--- config.mk ---
export PLATFORM = sky130hd
export DESIGN_NAME = dmux4way16_stream
export DESIGN_NICKNAME = d
export VERILOG_FILES = /design/src/rtl/dmux_pkg.sv /design/src/rtl/dmux4way16_stream_out_slot.sv /design/src/rtl/dmux4way16_stream.sv
export SDC_FILE = /design/constraint.sdc
export NUM_CORES = 1
export LEC_CHECK = 0
export CORE_ASPECT_RATIO = 0.9
export CORE_MARGIN = 8
export CORE_UTILIZATION = 30
export CTS_CLUSTER_DIAMETER = 150
export DETAILED_ROUTE_END_ITERATION = 8
export PLACE_DENSITY_LB_ADDON = 0.2
export RECOVER_POWER = 100
export SLEW_MARGIN = 10
export SYNTH_ARGS = -nofsm -noshare
export SYNTH_HDL_FRONTEND = slang
export SYNTH_SLANG_ARGS = --single-unit
--- constraint.sdc ---
create_clock -name clk -period 3.51 [get_ports clk]
set_clock_uncertainty 0.15 [all_clocks]
set_input_delay 0.8775 -clock clk [delete_from_list [all_inputs] [get_ports clk]]
set_output_delay 0.8775 -clock clk [all_outputs]
set_load 0.01 [all_outputs]
--- src/rtl/dmux_pkg.sv ---
// Shared definitions for the 4-way 16-bit stream demultiplexer.
//   DATA_WIDTH : default data width of the input word and every output slot
//   NUM_OUT    : number of output slots (a, b, c, d)
//   SEL_A..D   : target encodings carried on sel / rr_ptr
//   decode_tgt : 2-to-4 one-hot decode of a target encoding
package dmux_pkg;

  localparam int unsigned DATA_WIDTH = 16;
  localparam int unsigned NUM_OUT    = 4;

  localparam logic [1:0] SEL_A = 2'b00;
  localparam logic [1:0] SEL_B = 2'b01;
  localparam logic [1:0] SEL_C = 2'b10;
  localparam logic [1:0] SEL_D = 2'b11;

  function automatic logic [NUM_OUT-1:0] decode_tgt(input logic [1:0] tgt);
    logic [NUM_OUT-1:0] oh;
    oh = '0;
    case (tgt)
      SEL_A:   oh = 4'b0001;
      SEL_B:   oh = 4'b0010;
      SEL_C:   oh = 4'b0100;
      SEL_D:   oh = 4'b1000;
      default: oh = '0;
    endcase
    return oh;
  endfunction

endpackage

--- src/rtl/dmux4way16_stream_out_slot.sv ---
// One-entry registered output slot with valid/ready drain.
//   clk, rst  : clock, synchronous active-high reset
//   wr_en     : write wr_data into the slot on the next edge
//   wr_data   : word to store
//   rd_ready  : consumer takes the held word this cycle
//   data      : held word (keeps last value after a drain)
//   valid     : slot holds an unconsumed word
//   can_write : slot is empty or being drained this cycle
module out_slot
  import dmux_pkg::*;
#(
  parameter int unsigned WIDTH = DATA_WIDTH
) (
  input  logic             clk,
  input  logic             rst,
  input  logic             wr_en,
  input  logic [WIDTH-1:0] wr_data,
  input  logic             rd_ready,
  output logic [WIDTH-1:0] data,
  output logic             valid,
  output logic             can_write
);

  logic [WIDTH-1:0] data_q, data_d;
  logic             valid_q, valid_d;

  always_comb begin
    data_d  = data_q;
    valid_d = valid_q;
    if (valid_q && rd_ready) begin
      valid_d = 1'b0;
    end
    // A write in the same cycle as a drain wins, keeping the slot valid.
    if (wr_en) begin
      data_d  = wr_data;
      valid_d = 1'b1;
    end
  end

  always_ff @(posedge clk) begin
    if (rst) begin
      data_q  <= '0;
      valid_q <= 1'b0;
    end else begin
      data_q  <= data_d;
      valid_q <= valid_d;
    end
  end

  assign data      = data_q;
  assign valid     = valid_q;
  assign can_write = ~valid_q | rd_ready;

endmodule

--- src/rtl/dmux4way16_stream.sv ---
// Sequential 1-to-4 demultiplexer with valid/ready handshakes.
// One accepted input word is routed to slot a/b/c/d, chosen by sel or by
// a round-robin pointer when auto=1.
//   clk, rst        : clock, synchronous active-high reset
//   in_data/valid   : producer word and offer
//   in_ready        : target slot can take a word this cycle (combinational)
//   sel, auto       : explicit target, or round-robin when auto=1
//   a, b, c, d      : registered slot data
//   out_valid/ready : per-slot handshake, bit0=a .. bit3=d
//   rr_ptr          : current round-robin target
//   count           : total accepted words (wraps)
module dmux4way16_stream
  import dmux_pkg::*;
#(
  parameter int unsigned WIDTH = DATA_WIDTH,
  parameter int unsigned CNT_W = 16
) (
  input  logic               clk,
  input  logic               rst,
  input  logic [WIDTH-1:0]   in_data,
  input  logic               in_valid,
  output logic               in_ready,
  input  logic [1:0]         sel,
  input  logic               auto,
  output logic [WIDTH-1:0]   a,
  output logic [WIDTH-1:0]   b,
  output logic [WIDTH-1:0]   c,
  output logic [WIDTH-1:0]   d,
  output logic [NUM_OUT-1:0] out_valid,
  input  logic [NUM_OUT-1:0] out_ready,
  output logic [1:0]         rr_ptr,
  output logic [CNT_W-1:0]   count
);

  logic [1:0]         tgt;
  logic [NUM_OUT-1:0] tgt_oh;
  logic [NUM_OUT-1:0] slot_can_write;
  logic [NUM_OUT-1:0] slot_wr_en;
  logic               accept;
  logic [WIDTH-1:0]   slot_data [NUM_OUT];

  logic [1:0]         rr_ptr_q, rr_ptr_d;
  logic [CNT_W-1:0]   count_q, count_d;

  always_comb begin
    tgt        = auto ? rr_ptr_q : sel;
    tgt_oh     = decode_tgt(tgt);
    // Only the targeted slot gates the producer; other full slots never block.
    in_ready   = slot_can_write[tgt];
    accept     = in_valid & in_ready & ~rst;
    slot_wr_en = accept ? tgt_oh : '0;

    rr_ptr_d = rr_ptr_q;
    count_d  = count_q;
    if (accept) begin
      count_d = count_q + CNT_W'(1);
      if (auto) begin
        rr_ptr_d = rr_ptr_q + 2'd1;
      end
    end
  end

  always_ff @(posedge clk) begin
    if (rst) begin
      rr_ptr_q <= '0;
      count_q  <= '0;
    end else begin
      rr_ptr_q <= rr_ptr_d;
      count_q  <= count_d;
    end
  end

  for (genvar gi = 0; gi < int'(NUM_OUT); gi++) begin : g_slot
    out_slot #(
      .WIDTH(WIDTH)
    ) u_slot (
      .clk      (clk),
      .rst      (rst),
      .wr_en    (slot_wr_en[gi]),
      .wr_data  (in_data),
      .rd_ready (out_ready[gi]),
      .data     (slot_data[gi]),
      .valid    (out_valid[gi]),
      .can_write(slot_can_write[gi])
    );
  end

  assign a      = slot_data[0];
  assign b      = slot_data[1];
  assign c      = slot_data[2];
  assign d      = slot_data[3];
  assign rr_ptr = rr_ptr_q;
  assign count  = count_q;

endmodule

==> Word-level counts from Yosys, hierarchy flattened <==
Cells that the tools add are included.
Widths: inputs -> output; s select.
{ "totals": {"ff_bits": 86, "wordCells": 50} }
{ "classes": {"addsub": 2, "magnitude_cmp": 1, "n_eq_ne": 3, "mux": 13, "bitwise_logic": 11, "reduce_logical": 10} }
{ "op_table": {"columns": ["op", "count"], "rows": [
  ["$add 16x1->16 const B", 1],
  ["$pmux 4 s4", 1],
  ["$mux 1", 9],
  ["$reduce_bool 2->1", 4],
  ["$not 1->1", 5],
  ["$eq 2x2->1 const B", 2],
  ["$logic_and 1x1->1", 4],
  ["$mux 4", 1],
  ["$or 1x1->1", 4],
  ["$lt 2x3->1 const B", 1],
  ["$add 2x1->2 const B", 1],
  ["$and 1x1->1", 2],
  ["$bmux 1 s2", 1],
  ["$eq 2x1->1 const B", 1],
  ["$logic_not 2->1", 1],
  ["$mux 2", 1],
  ["$reduce_and 2->1", 1]
]} }

==> Logic depth before layout (Yosys ltp) <==
Gate-level depths: netlist (run 1).
{ "logic_depth": {"word_depth": 8, "mapped_depth": 7, "ltp_nobuf": 6} }

==> By module <==
Synthesis (run 1) repeated with hierarchy kept, for this count alone.
{ "unflattened": {"cells_unflattened": 339, "area_unflattened_um2": 3454.6} }
{ "by_module_without_submodules": {"columns": ["mod", "instances", "cells_per_inst", "area_per_inst_um2", "seq_area_each_um2"], "rows": [
  ["out_slot", 4, 56, 616.8, 340.3],
  ["dmux4way16_stream", 1, 115, 987.2, 360.3]
]} }

==> Least setup slack after synthesis (run 1) <==
Ideal clock, no wire load.
{ "synth_timing": {"path_type": "input-to-output", "from": "input auto", "to": "output in_ready", "arrival_ps": 1872, "required_ps": 2483, "slack_ps": 611, "path_stages": 4, "n_path_buf": 0, "path_cell_list": "mux2i_2 mux2i_2 nor2_1 nor2_1"} }
{ "synth_via": {"elab_chain_cells": 3} }
{ "synth_lines": {"columns": ["element", "line", "text"], "rows": [
  ["start, declared", "dmux4way16_stream.sv:24", "input logic auto,"],
  ["$mux 2", "dmux4way16_stream.sv:46", "tgt = auto ? rr_ptr_q : sel;"],
  ["$bmux 1 s2", "dmux4way16_stream.sv:49", "in_ready = slot_can_write[tgt];"],
  ["$mux 1 (not written as such)", "dmux4way16_stream.sv:49", null],
  ["end, declared", "dmux4way16_stream.sv:22", "output logic in_ready,"]
]} }
Every way passes these cells. The select of a mux whose other input is x is not followed.

==> Worst setup path in the final report (run 1) <==
{ "layout_timing": {"from": "input sel[0]", "to": "output in_ready"} }
{ "layout_via": {"elab_chain_cells": 3} }
{ "layout_lines": {"columns": ["element", "line", "text"], "rows": [
  ["start, declared", "dmux4way16_stream.sv:23", "input logic [1:0] sel,"],
  ["$mux 2", "dmux4way16_stream.sv:46", null],
  ["$bmux 1 s2", "dmux4way16_stream.sv:49", null],
  ["$mux 1 (not written as such)", "dmux4way16_stream.sv:49", null]
]} }
Every way passes these cells. The select of a mux whose other input is x is not followed.

==> key figures, run 1 <==
Worst setup path
  – Worst EP arrival: 2.24 ns
  – Critical path class: in2out
  – CP Launch Type: input port
  – Req. time, crit path: 2.48 ns
  – Most frequent CP cell: nor2_1
  – Critical path cell sequence: clkdlybuf4s50_1 -> mux2i_4 -> mux2i_2 -> nor2_1 -> nor2_1 -> dlygate4sd2_1
  – Slowest CP cell: clkdlybuf4s50_1
  – Endpoint type of the worst setup path: output pin
  – Cell depth of the worst flop-to-flop path: 8
  – Worst-path fanout max: 3
  – Worst path buffer plus inverter count: 2
  – CP Depth: 6
  – Crit path largest cell delay: 0.45 ns
  – CP top delay family: buffers and inverters

Floorplan
  – Full die area: 14,750 µm²
  – Rows: 36
  – DIE WIDTH: 127.1 µm
  – Die height: 116.0 µm
  – Ports: 113
  – Starting density of the core: 30.84%
  – Core ar.: 10,810 µm²

Min path
  – HP Class: reg2reg
  – Hold Path Depth: 2

Synth
  – Synth Instances: 339
  – Synth Net Count: 366
  – Post-synthesis sequential area ratio: 51.63%
  – Post-Syn Area: 3334 µm²
  – Post-synth ARST share: 0%
  – Synth unique cells: 30
  – Synthesized area per cell: 9.836 µm²
  – Ys flop type: dfxtp_1
  – Yosys reg bits: 86
  – Synth Warn #: 0
  – EDFF count, synth: 0

STA
  – RSZ-0062 raised after global routing: no
  – Final Cycle Share: 93.00%
  – Max Slew Vio Count: 0
  – Final setup fails: 0
  – Min Tclk post-route: 3.264 ns
  – Hold Vio Cnt, Final: 0
  – Worst slew margin: 39.69%
  – Final WS setup: 0.2458 ns
  – Worst-Margin Slew: 0.9047 ns
  – FMAX: 306.4 MHz

Power and ir drop
  – Reg power frac: 45.0%
  – Combinational share of power: 8.8%
  – Net switching share of the total power: 21.85%
  – Worst vdd ir: 0.0003174 V
  – P_int: 1.765 mW
  – Psw: 0.4935 mW
  – LEAKAGE: 2.237 nW
  – Clock power share: 46.2%
  – Power density cells: 458.0 nW/µm²

Clock network
  – CTS tree: done
  – Reg clk slew, reported paths: 0.06 ns
  – CTS buffer count: 9
  – Skew-Pair Late Insertion Delay: 0.33 ns
  – Clock sinks: 86
  – Clk buf depth: 2
  – H-tree Lvls: 3
  – Root Driver: clkbuf_16

Global routing
  – Initial antenna violation count: 0
  – Number of global-route vias before repair: 2,914
  – First-pass GRT wire length: 15,640 µm
  – Total GRT Usage: 13.58%
  – Largest net degree at the start of global routing: 83
  – Gr ovfl total: 0

Place
  – HPWL Detailed: 6737 µm
  – Placer congestion estimate: 0.7930
  – Port Buffers: 112
  – Setup Slack @ Placement: -0.2550 ns

Route
  – Wire per inst: 16.13 µm
  – Vias/cell: 4.712
  – Iteration-0 DRC Markers: 143
  – DRC viols: 0
  – Via count: 2,799
  – Routed WL: 9579 µm
  – Antenna viol nets, final: 0
  – DRT Pass-1 Iters: 4

Finish
  – Fin util: 45.63%
  – Layout cells sized above 1: 6.725%
  – FILL cells: 1,066
  – Area grow syn2layout: 47.92%
  – Number of diodes: 0
  – Final #Nets: 483

Run
  – # Max-Cap Violations: 0

Status
  – Status: complete, no violations
-- placed cells by master, fill, tap and decap left out, types with 2 or more instances in the layout --
cell type         n
nand4_1           2
dfxtp_1          86
nor2_1           76
clkbuf_16         9
clkbuf_2          3
or3_2             2
clkbuf_8          2
and3_1            2
buf_4             5
nor2b_1           4
a21oi_1          13
or3_1             8
nand3_1           8
xnor2_1           2
nor4_1            4
nand2_1          12
nand2b_1          3
dlygate4sd3_1    87
clkbuf_1          6
clkbuf_4          2
o21ai_0          11
inv_1             3
clkdlybuf4s50_1  22
mux2i_1          69
a22oi_1           2
bufinv_16         2
-- kinds of logic (layout without fill, tap and decap cells) --
family	after synthesis	count (layout)	synth area share, %
compound gates	31	31	5.741
xor+xnor	2	2	0.5254
fa+ha+maj	1	1	0.3752
buf+inv	24	146	3.452
flops	86	86	51.63
mux	72	72	21.99
simple gates	123	123	16.28
-- sequential cells by signal, indices dropped and copies added (netlist names) --
signal / count
g_slot.u_slot.data: 64
g_slot.u_slot.valid: 4
rr_ptr: 2
count: 16
-- cell type report --
type	instances	area (µm²)	share of cell area [%]
inverter	3	11.26	0.2283
multi-input combinational	229	1495	30.31
clock inverter	4	77.57	1.573
tap	133	166.4	3.374
clock buffer	12	256.5	5.200
sequential	86	1722	34.91
timing repair buffer	127	1204	24.40
-- path summary, 6_finish.rpt --
kind                            slack, ns              startpoint                      to
worst min register to register       0.33  count[15]$_SDFFE_PP0P_  count[15]$_SDFFE_PP0P_
worst max register to register       1.15  rr_ptr[0]$_SDFFE_PP0P_   count[5]$_SDFFE_PP0P_
worst max-delay path                 0.25                  sel[0]                in_ready
worst min-delay path                 0.33  count[15]$_SDFFE_PP0P_  count[15]$_SDFFE_PP0P_
-- power groups by stage --
stage	registers [mW]	logic, mW	clock network [mW]
3_5_place_dp	1.04	0.214	0
6_report	1.02	0.198	1.04
4_1_cts	1.02	0.217	1.08
5_1_grt	1.02	0.218	1.12
2_1_floorplan	1.05	0.0864	0
3_3_place_gp	1.04	0.213	0
-- per-layer routing --
layer | track usage [%] | vias up | wire length (µm)
li1 | - | 1396 | -
met1 | 15.79 | 1319 | 4315
met2 | 21.25 | 79 | 4233
met3 | 7.544 | 5 | 945
met4 | 3.563 | 0 | 85
met5 | 0 | - | 0
-- through the flow --
stage                     instances  instance area, µm²  hold slack [ns]  setup TNS [ns]  total power [mW]
after floorplan                 339                3334           0.3296               0             1.134
after global placement          576                4636           0.3219         -0.2475             1.251
after detailed placement        576                4636           0.3350         -0.2550             1.253
final                           594                4932           0.3328               0             2.259
after CTS                       593                4985           0.3449               0             2.315
after global routing            594                4932           0.3596               0             2.361
-- Yosys cell counts (all sizes together), types with 2 or more instances --
| cell | instances | area [µm²] |
|---|---|---|
| nor4 | 5 | 31.28 |
| o21ai | 11 | 55.05 |
| buf | 12 | 70.07 |
| nand3 | 8 | 40.04 |
| dfxtp | 86 | 1722 |
| nand2 | 12 | 45.04 |
| or3 | 10 | 65.06 |
| inv | 3 | 11.26 |
| clkbuf | 9 | 33.78 |
| mux2i | 71 | 721.9 |
| xnor2 | 2 | 17.52 |
| a22oi | 2 | 20.02 |
| nand4 | 2 | 12.51 |
| nor2b | 4 | 25.02 |
| and3 | 2 | 12.51 |
| nand2b | 3 | 18.77 |
| a21oi | 13 | 65.06 |
| nor2 | 76 | 285.3 |
-- worst reg2reg max path, delay by kind of cell, from the launching register on --
family | cells | cell delay (ns)
multiplexers | 2 | 0.46
buffers and inverters | 3 | 0.43
flip-flops | 1 | 0.36
AND/OR/NAND/NOR | 1 | 0.54
AO/OA/AOI/OAI | 2 | 0.35
-- what timing repair did --
action | 4_1_cts | 5_1_grt
gates resized for setup | 2 | 1
pin swaps | 0 | 0
cloned | 0 | 0
setup buffers | 1 | 1
hold buffers | 0 | 0
setup endpoints to repair | 1 | 1
No activity file was read; power rests on OpenSTA's default activity.
==> run 2, diff against run 1 <==
Settings changed: CORE_UTILIZATION 30 to 50, CTS_BUF_LIST set to sky130_fd_sc_hd__clkbuf_4 sky130_fd_sc_hd__clkbuf_8.
==> key figures, run 2 (same netlist as run 1, synthesis figures left out) <==
Status
  – Status: complete, no violations

Clock network
  – Cts hold-fix bufs: 0
  – Clk buf depth: 2
  – Skew-Pair Late Insertion Delay: 0.35 ns
  – CTS tree: done
  – CTS buffer count: 9
  – Clock sinks: 86
  – Reg clk slew, reported paths: 0.09 ns
  – H-tree Lvls: 3
  – Root Driver: clkbuf_8

STA
  – Max Slew Vio Count: 0
  – Setup Total Neg Slack: 0 ns
  – Final WS setup: 0.2071 ns
  – RSZ-0062 raised after global routing: no
  – Final setup fails: 0
  – Worst-Margin Slew: 1.224 ns
  – Final Cycle Share: 94.10%
  – FMAX: 302.8 MHz
  – Hold Vio Cnt, Final: 0
  – Min Tclk post-route: 3.303 ns
  – Worst slew margin: 18.42%
  – Hold_ws: 0.3426 ns

Worst setup path
  – Worst-path fanout max: 3
  – Worst EP arrival: 2.28 ns
  – R2r endpoint: g_slot[3].u_slot.data[14]$_SDFFE_PP0P_
  – Req. time, crit path: 2.48 ns
  – Flop2flop setup slack: 0.90 ns
  – Endpoint type of the worst setup path: output pin
  – CP Launch Type: input port
  – Worst R2R Start: rr_ptr[0]$_SDFFE_PP0P_
  – Cell depth of the worst flop-to-flop path: 6
  – Critical path class: in2out

Floorplan
  – Rows: 28
  – Die height: 93.47 µm
  – Core ar.: 6516 µm²
  – DIE WIDTH: 102.1 µm
  – Starting density of the core: 51.17%
  – Ports: 113
  – Full die area: 9541 µm²

Route
  – Vias/cell: 5.051
  – Wire per inst: 15.80 µm
  – Routed WL: 8723 µm
  – Antenna viol nets, final: 0
  – Via count: 2,788
  – DRT Pass-1 Iters: 4
  – DRC viols: 0
  – Iteration-0 DRC Markers: 89

Global routing
  – Gr ovfl total: 0
  – Number of global-route vias before repair: 2,845
  – First-pass GRT wire length: 14,030 µm
  – Initial antenna violation count: 0
  – Largest net degree at the start of global routing: 83
  – Total GRT Usage: 18.56%

Power and ir drop
  – Pwr Total: 1.945 mW
  – Psw: 0.4988 mW
  – Reg power frac: 52.2%
  – Combinational share of power: 10.2%
  – Net switching share of the total power: 25.65%
  – LEAKAGE: 2.173 nW
  – Worst vdd ir: 0.0003411 V
  – Clock power share: 37.6%
  – P_int: 1.446 mW
  – Power density cells: 407.4 nW/µm²

Place
  – Placer congestion estimate: 0.7853
  – HPWL Detailed: 6283 µm
  – Port Buffers: 112
  – Setup Slack @ Placement: -0.2951 ns
  – Dpl cells: 535
  – DP Area: 4597 µm²

Finish
  – Fin util: 73.25%
  – Final #Nets: 484
  – Layout cells sized above 1: 6.710%
  – Max FFs per register: 64
  – Most common cell after layout, fill and taps aside: dlygate4sd3_1
  – Final non-filler cell total: 552
  – Highest-count cells in the layout ignoring fill and taps: dlygate4sd3_1 (87), dfxtp_1 (86), nor2_1 (76), mux2i_1 (68), clkdlybuf4s50_1 (22)
  – Number of diodes: 0
  – Area grow syn2layout: 43.15%
  – Final Instance Area: 4773 µm²
  – FILL cells: 548

Min path
  – Hold Crit Start: g_slot[3].u_slot.data[2]$_SDFFE_PP0P_
  – Hold Path Depth: 2
  – Hold endpoint: g_slot[3].u_slot.data[2]$_SDFFE_PP0P_
  – HP Class: reg2reg

Run
  – # Max-Cap Violations: 0
## run 2: metal layers
layer | GRT usage [%] | routed length (µm) | vias up
met3 | 9.057 | 740 | 4
met4 | 5.372 | 65 | 0
met1 | 20.06 | 3618 | 1315
li1 | - | - | 1400
met2 | 31.31 | 4297 | 69
met5 | 0 | 0 | -
## run 2: how the worst max path moves through the flow
stage	startpoint	end	depth (start not counted)
after global placement	auto	in_ready	6
after CTS	auto	in_ready	6
after detailed placement	auto	in_ready	6
after global routing	sel[1]	g_slot[3].u_slot.data[14]$_SDFFE_PP0P_	7
after floorplan	auto	in_ready	4
final	sel[0]	in_ready	6
## run 2: area by class of cell
cell class | count | area, µm² | area share (%)
sequential | 86 | 1722 | 36.07
tap | 90 | 112.6 | 2.359
multi-input combinational | 229 | 1493 | 31.27
timing repair buffer | 128 | 1220 | 25.56
inverter | 3 | 11.26 | 0.2359
clock buffer | 9 | 123.9 | 2.595
clock inverter | 7 | 91.34 | 1.913
## run 2: power groups by stage
stage               combinational [mW]  clock (mW)  sequential (mW)
floorplan                       0.0864           0             1.05
global placement                 0.210           0             1.04
detailed placement               0.212           0             1.04
CTS                              0.215       0.751             1.02
global route                     0.216       0.786             1.02
finish                           0.199       0.732             1.01
## run 2: timing repair
action / in CTS / in global routing
setup buffers: 0 / 1
setup endpoints to repair: 1 / 1
gates resized for setup: 2 / 1
## run 2: critical path: stages
cell and delay [ns]:
clkdlybuf4s50_1 0.44, mux2i_4 0.22, mux2i_2 0.25, nor2_1 0.07, nor2_1 0.13, dlygate4sd2_1 0.28
